**src/rtl/led_pkg.sv**
```systemverilog
// Shared types and constants for the multi-channel LED blink controller.
// Also used by the config logic and benches when computing tuning words.
package led_pkg;

  typedef enum logic [1:0] {
    MODE_OFF     = 2'd0,
    MODE_ON      = 2'd1,
    MODE_BLINK   = 2'd2,
    MODE_ONESHOT = 2'd3
  } led_mode_t;

  localparam int CLK_HZ = 48_000_000;

  // LED level a channel shows on the edge it is loaded into a mode.
  function automatic logic ledStartLevel(led_mode_t mode);
    return (mode == MODE_ON) || (mode == MODE_ONESHOT);
  endfunction

endpackage

```
**src/rtl/led_blink_ctrl_if.sv**
```systemverilog
// Channel load bus and LED outputs between the config logic and the LED driver.
interface led_blink_ctrl_if #(
  parameter int N_CH  = 3,
  parameter int ACC_W = 24
);

  logic [N_CH-1:0]       load;
  logic [2*N_CH-1:0]     mode_in;
  logic [ACC_W*N_CH-1:0] tune_in;
  logic [N_CH-1:0]       led;
  logic [N_CH-1:0]       done;

  modport master (
    output load, mode_in, tune_in,
    input  led, done
  );

  modport slave (
    input  load, mode_in, tune_in,
    output led, done
  );

endinterface

```
**src/rtl/led_blink_chan.sv**
```systemverilog
// One LED channel: mode/tune registers, phase accumulator, registered led and
// sticky oneshot-done flag.
module led_blink_chan
  import led_pkg::*;
#(
  parameter int ACC_W = 24
) (
  input  logic             clk,
  input  logic             reset,
  input  logic             load_i,
  input  led_mode_t        mode_i,
  input  logic [ACC_W-1:0] tune_i,
  output logic             led_o,
  output logic             done_o
);

  led_mode_t        mode_q;
  logic [ACC_W-1:0] tune_q;
  logic [ACC_W-1:0] acc_q;
  logic             led_q;
  logic             done_q;
  logic [ACC_W:0]   sum_d;

  always_comb begin
    sum_d = {1'b0, acc_q} + {1'b0, tune_q};
  end

  // A load wins over any same-edge carry, so an aborted shot never reports done.
  always_ff @(posedge clk or negedge reset) begin
    if (!reset) begin
      mode_q <= MODE_OFF;
      tune_q <= '0;
      acc_q  <= '0;
      led_q  <= 1'b0;
      done_q <= 1'b0;
    end else if (load_i) begin
      mode_q <= mode_i;
      tune_q <= tune_i;
      acc_q  <= '0;
      led_q  <= ledStartLevel(mode_i);
      done_q <= 1'b0;
    end else begin
      case (mode_q)
        MODE_OFF: led_q <= 1'b0;
        MODE_ON:  led_q <= 1'b1;
        MODE_BLINK: begin
          acc_q <= sum_d[ACC_W-1:0];
          led_q <= sum_d[ACC_W-1];
        end
        MODE_ONESHOT: begin
          if (done_q) begin
            led_q <= 1'b0;
          end else if (sum_d[ACC_W]) begin
            acc_q  <= '0;
            led_q  <= 1'b0;
            done_q <= 1'b1;
          end else begin
            acc_q <= sum_d[ACC_W-1:0];
            led_q <= 1'b1;
          end
        end
        default: led_q <= 1'b0;
      endcase
    end
  end

  assign led_o  = led_q;
  assign done_o = done_q;

endmodule

```
**src/rtl/led_blink_ctrl.sv**
```systemverilog
// N-channel LED driver top: slices the packed load/mode/tune buses onto
// independent led_blink_chan instances.
module led_blink_ctrl
  import led_pkg::*;
#(
  parameter int N_CH  = 3,
  parameter int ACC_W = 24
) (
  input  logic             clk,
  input  logic             reset,
  led_blink_ctrl_if.slave  bus
);

  logic [N_CH-1:0] ledVec;
  logic [N_CH-1:0] doneVec;

  for (genvar k = 0; k < N_CH; k++) begin : g_chan
    led_blink_chan #(
      .ACC_W (ACC_W)
    ) u_chan (
      .clk    (clk),
      .reset  (reset),
      .load_i (bus.load[k]),
      .mode_i (led_mode_t'(bus.mode_in[2*k +: 2])),
      .tune_i (bus.tune_in[ACC_W*k +: ACC_W]),
      .led_o  (ledVec[k]),
      .done_o (doneVec[k])
    );
  end

  assign bus.led  = ledVec;
  assign bus.done = doneVec;

endmodule

```
**src/flat_wrapper.sv**
```systemverilog
// flat-port wrapper written by rule: the top's interface ports become plain ports
module led_blink_ctrl_flat import led_pkg::*;
#(
  parameter int N_CH  = 3,
  parameter int ACC_W = 24
)
  (clk, reset, bus_load, bus_mode_in, bus_tune_in, bus_led, bus_done);
  led_blink_ctrl_if #(.N_CH(N_CH), .ACC_W(ACC_W)) bus_i ();
  input  logic clk;
  input  logic reset;
  input wire logic [$bits(bus_i.load)-1:0] bus_load;
  input wire logic [$bits(bus_i.mode_in)-1:0] bus_mode_in;
  input wire logic [$bits(bus_i.tune_in)-1:0] bus_tune_in;
  output wire logic [$bits(bus_i.led)-1:0] bus_led;
  output wire logic [$bits(bus_i.done)-1:0] bus_done;
  assign bus_i.load = bus_load;
  assign bus_i.mode_in = bus_mode_in;
  assign bus_i.tune_in = bus_tune_in;
  assign bus_led = bus_i.led;
  assign bus_done = bus_i.done;
  led_blink_ctrl #(.N_CH(N_CH), .ACC_W(ACC_W)) u_core (.clk(clk), .reset(reset), .bus(bus_i));
endmodule
```
**config.mk**
```make
export PLATFORM = sky130hd
export DESIGN_NAME = led_blink_ctrl_flat
export DESIGN_NICKNAME = d
export VERILOG_FILES = /design/src/rtl/led_pkg.sv /design/src/rtl/led_blink_ctrl_if.sv /design/src/rtl/led_blink_chan.sv /design/src/rtl/led_blink_ctrl.sv /design/src/flat_wrapper.sv
export SDC_FILE = /design/constraint.sdc
export NUM_CORES = 1
export LEC_CHECK = 0
export BUFFER_PORTS_ARGS = -buffer_cell sky130_fd_sc_hd__clkbuf_2
export CORE_MARGIN = 3
export CORE_UTILIZATION = 60
export CTS_CLUSTER_DIAMETER = 50
export DETAILED_ROUTE_END_ITERATION = 6
export GPL_ROUTABILITY_DRIVEN = 0
export PLACE_DENSITY = 0.83
export SLEW_MARGIN = 20
export SYNTH_ARGS = -nofsm -noshare
export SYNTH_HDL_FRONTEND = slang
export SYNTH_SLANG_ARGS = --single-unit
export TNS_END_PERCENT = 50
```
**constraint.sdc**
```tcl
create_clock -name clk -period 4.1 [get_ports clk]
set_clock_uncertainty 0.05 [all_clocks]
set_input_delay 0.205 -clock clk [delete_from_list [all_inputs] [get_ports clk]]
set_output_delay 0.205 -clock clk [all_outputs]
set_load 0.1 [all_outputs]
```
==> impl.org <==
** Timing
- Final Worst Setup Slack :: 0.6346 ns
- On the final layout, the worst hold slack is 0.008724 ns.
- Setup violations remaining at the end of the flow were counted as 0.
- Unrepaired setup endpoints after global routing :: no
- Measured against its own limit, the worst slew margin works out to 41.85%.
- At the pin with the least slew margin, the transition time is 0.8722 ns.
- The number of max-slew violations in the final report is 0.
- Min Clock Period, post-route :: 3.465 ns
- Maximum clock rate :: 288.6 MHz
- For the final routed database, the setup TNS stands at 0 ns.
- Tcrit/Tclk final :: 84.52%
- Final Hold Fails :: 0

** Logic synthesis
- By count the netlist is led by sky130_fd_sc_hd__dfrtp_1, sky130_fd_sc_hd__mux2_2, sky130_fd_sc_hd__ha_1.
- Post-synth ARST share :: 100.0%
- Synthesis inferred 156 register bits.
- Fraction of post-synthesis cell area in the top cell type by area :: 42.36%
- For this run, the register share of the synthesized area comes to 42.36%.
- Synth Warn # :: 0
- Gate Count Post-Synth :: 862
- The netlist uses 67 different library cells.
- Count of flip-flops with a built-in enable after synthesis :: 0
- Top cell type by total area after synthesis :: sky130_fd_sc_hd__dfrtp_1
- In this run the mean area of a mapped cell was 10.69 µm².
- After synthesis, the cell types taking the most area are sky130_fd_sc_hd__dfrtp_1, sky130_fd_sc_hd__ha_1, sky130_fd_sc_hd__mux2_2.
- Net count after synthesis :: 1020
- The cell area that synthesis handed to floorplanning was 9216 µm².
- Most instantiated flip-flop cell in the synthesis netlist :: sky130_fd_sc_hd__dfrtp_1
- In the post-synthesis netlist, the cell with the most instances is sky130_fd_sc_hd__dfrtp_1.

** Clock tree
- The H-tree was split into 4 levels.
- Source-to-sink clock delay at the later pin of the worst-skew pair :: 0.43 ns
- Clock-pin slew was measured on the worst setup and hold paths at 0.06 ns.
- The tree is rooted in a sky130_fd_sc_hd__clkbuf_16.
- The longest clock path from root to sink contains 2 buffers.
- Number of clock sinks :: 156
- Post-CTS setup repair buffer count :: 0
- Clock buffer count from CTS :: 17
- TritonCTS clock tree :: done

** GRT
- The first global-routing pass estimated 34.24 mm of wire.
- The number of antenna violations at the first check in global routing came to 0.
- Global routing used 25.23% of the available tracks across all layers.
- Pin count of the biggest net entering global routing :: 98
- The number of global-route vias before repair is 7272.
- Global routing finished with a remaining overflow of 0.

** Floorplanning
- 89 I/O pins were placed.
- DIE AREA :: 16880 µm²
- Initial cell density of the core :: 62.47%
- Number of placement rows :: 44
- The die is 129.9 µm tall.
- Placeable core area :: 14750 µm²
- The die is 129.9 µm wide.

** Worst setup path
- Data arrival, critical path :: 3.77 ns
- Walking the worst path, the cells encountered are ha_1 -> fa_1 -> a211oi_2 -> o211ai_2 -> a21oi_4 -> a21oi_2 -> o31a_1 -> or3_4 -> a21oi_4 -> a22o_1.
- Cell at the slowest stage of the critical path :: sky130_fd_sc_hd__a21oi_4
- Cell repeated most along the worst path :: sky130_fd_sc_hd__a21oi_4
- Startpoint type of the worst setup path :: flip-flop
- Worst Path Class, Setup :: reg2reg
- Of all nets on the critical path, the largest fanout is 24.
- Endpoint kind of the worst setup timing path :: flip-flop
- In this design, the stage delay of the slowest critical-path cell is 0.59 ns.
- Worst Path Required :: 4.40 ns

** Pwr
- Cell leakage power :: 5.257 nW
- Power density cells :: 607.5 nW/µm²
- Peak VDD IR :: 0.0004919 V

** Placement
- Half-perimeter wire length after detailed placement :: 13.09 mm
- Before CTS, the worst setup slack after placement is 0.7197 ns.
- Once placement completed, the tool counted placed cells totaling 1101.
- Once placement finished, the instance area stood at 9754 µm².
- In this run the tool buffered the top-level ports with 88 buffer cells.

** Routing
- Routed vias/inst :: 6.002
- After the first detailed-routing iteration, the DRC count stood at 399.
- After detailed routing, the number of remaining DRC violations is 0.
- Overall routed net length :: 20.33 mm
- Before antenna repair, the detailed router went through 5 iterations.
- After detailed routing, the average wire length per cell comes to 16.87 µm.
- Vias :: 7233
- Remaining number of nets flagged by the antenna check after routing :: 0

** Final layout
- In the final layout, the share of cells above drive strength 1 is 21.16%.
- In the final design database the tool counted 1171 nets.
- Layout Cell Area excl Fill :: 11090 µm²
- Antenna cells :: 0
- Layout Area Growth over Synthesis :: 20.32%
- For this run, the number of standard cells in the final layout without fillers is 1205.

** Job
- Max Cap Violations :: 0

** Hold path
- The min-delay analysis places its worst path in the category in2reg.

** Outcome
- The run finished with clean final reports.
cells in the final DEF, fill, tap and decap left out, drive strengths merged, types with 28 or more instances in the layout:
cell,n
clkbuf,105
o21ai,57
nor2,34
mux2,73
ha,72
xnor2,34
a21o,28
dlygate4sd3,77
nand2,71
dfrtp,156
a21oi,66
a22o,50
repair_timing:
item / 4_1_cts / 5_1_grt
endpoints found under the setup margin: 0 / 0
hold endpoints to repair: 172 / 0
hold buffers: 77 / 0
gates resized for setup: 0 / 0
cell families (layout without fill, tap and decap cells):
logic type                 Yosys count  in the layout  synth area share (%)
AOI/OAI and AO/OA                  278            278                 21.46
xor gates and xnor gates            58             58                 5.512
adders and majority gates           75             75                 10.43
buffers and inverters               52            211                 2.606
DFF                                156            156                 42.36
muxes                               74             74                 9.028
and+or+nand+nor                    169            169                 8.607
through the flow:
step                      util (%)  total power, W
final                        75.16        0.006737
after global routing         75.16        0.007211
after CTS                    75.16        0.006729
after detailed placement     66.11        0.005063
after global placement       66.11        0.004963
after floorplan                  -        0.004506
worst paths after layout:
kind,startpoint,end,slack [ns],cells after the start
max in group asynchronous,reset,u_core.g_chan[0].u_chan.acc_q[1]$_DFFE_PN0P_,2.65,3
worst max register to register,u_core.g_chan[0].u_chan.tune_q[0]$_DFFE_PN0P_,u_core.g_chan[0].u_chan.acc_q[18]$_DFFE_PN0P_,0.63,10
worst min-delay path,bus_mode_in[0],u_core.g_chan[0].u_chan.mode_q[0]$_DFFE_PN0P_,0.009,3
worst min register to register,u_core.g_chan[1].u_chan.acc_q[4]$_DFFE_PN0P_,u_core.g_chan[1].u_chan.acc_q[4]$_DFFE_PN0P_,0.44,2
worst max-delay path,u_core.g_chan[0].u_chan.tune_q[0]$_DFFE_PN0P_,u_core.g_chan[0].u_chan.acc_q[18]$_DFFE_PN0P_,0.63,10
min in group asynchronous,reset,u_core.g_chan[1].u_chan.acc_q[5]$_DFFE_PN0P_,0.41,2
layout make-up:
class	instances	area (µm²)
clock buffers	18	439.2
well taps	184	230.2
fillers	984	3665
repair buffers	172	1270
clock inverters	9	125.1
flip-flops and latches	156	3904
inverters	12	45.04
multi-input cells	654	5076
flip-flops by register name, indices dropped and copies added, names as in the netlist:
name	flops
u_core.g_chan.u_chan.acc_q	72
u_core.g_chan.u_chan.led_o	3
u_core.g_chan.u_chan.done_o	3
u_core.g_chan.u_chan.tune_q	72
u_core.g_chan.u_chan.mode_q	6
critical path: cells and delay by family, from the launching register on:
family	cells	cell delay, ns
AOI/OAI and AO/OA	7	1.90
adders and majority gates	2	0.68
DFF	1	0.38
and+or+nand+nor	1	0.38
power by group:
part           total, W  internal (W)  switching [W]
combinational   0.00306       0.00139        0.00167
clock           0.00156      0.000951       0.000610
sequential      0.00212       0.00188       0.000230
total           0.00674       0.00423        0.00251
metal layers:
metal | vias up | wire (µm) | GRT usage (%)
met3 | 31 | 980 | 4.707
met4 | 0 | 381 | 8.191
li1 | 3500 | - | -
met2 | 204 | 9938 | 41.46
met5 | - | 0 | 0
met1 | 3498 | 9032 | 34.09
No activity file was read; power rests on OpenSTA's default activity.
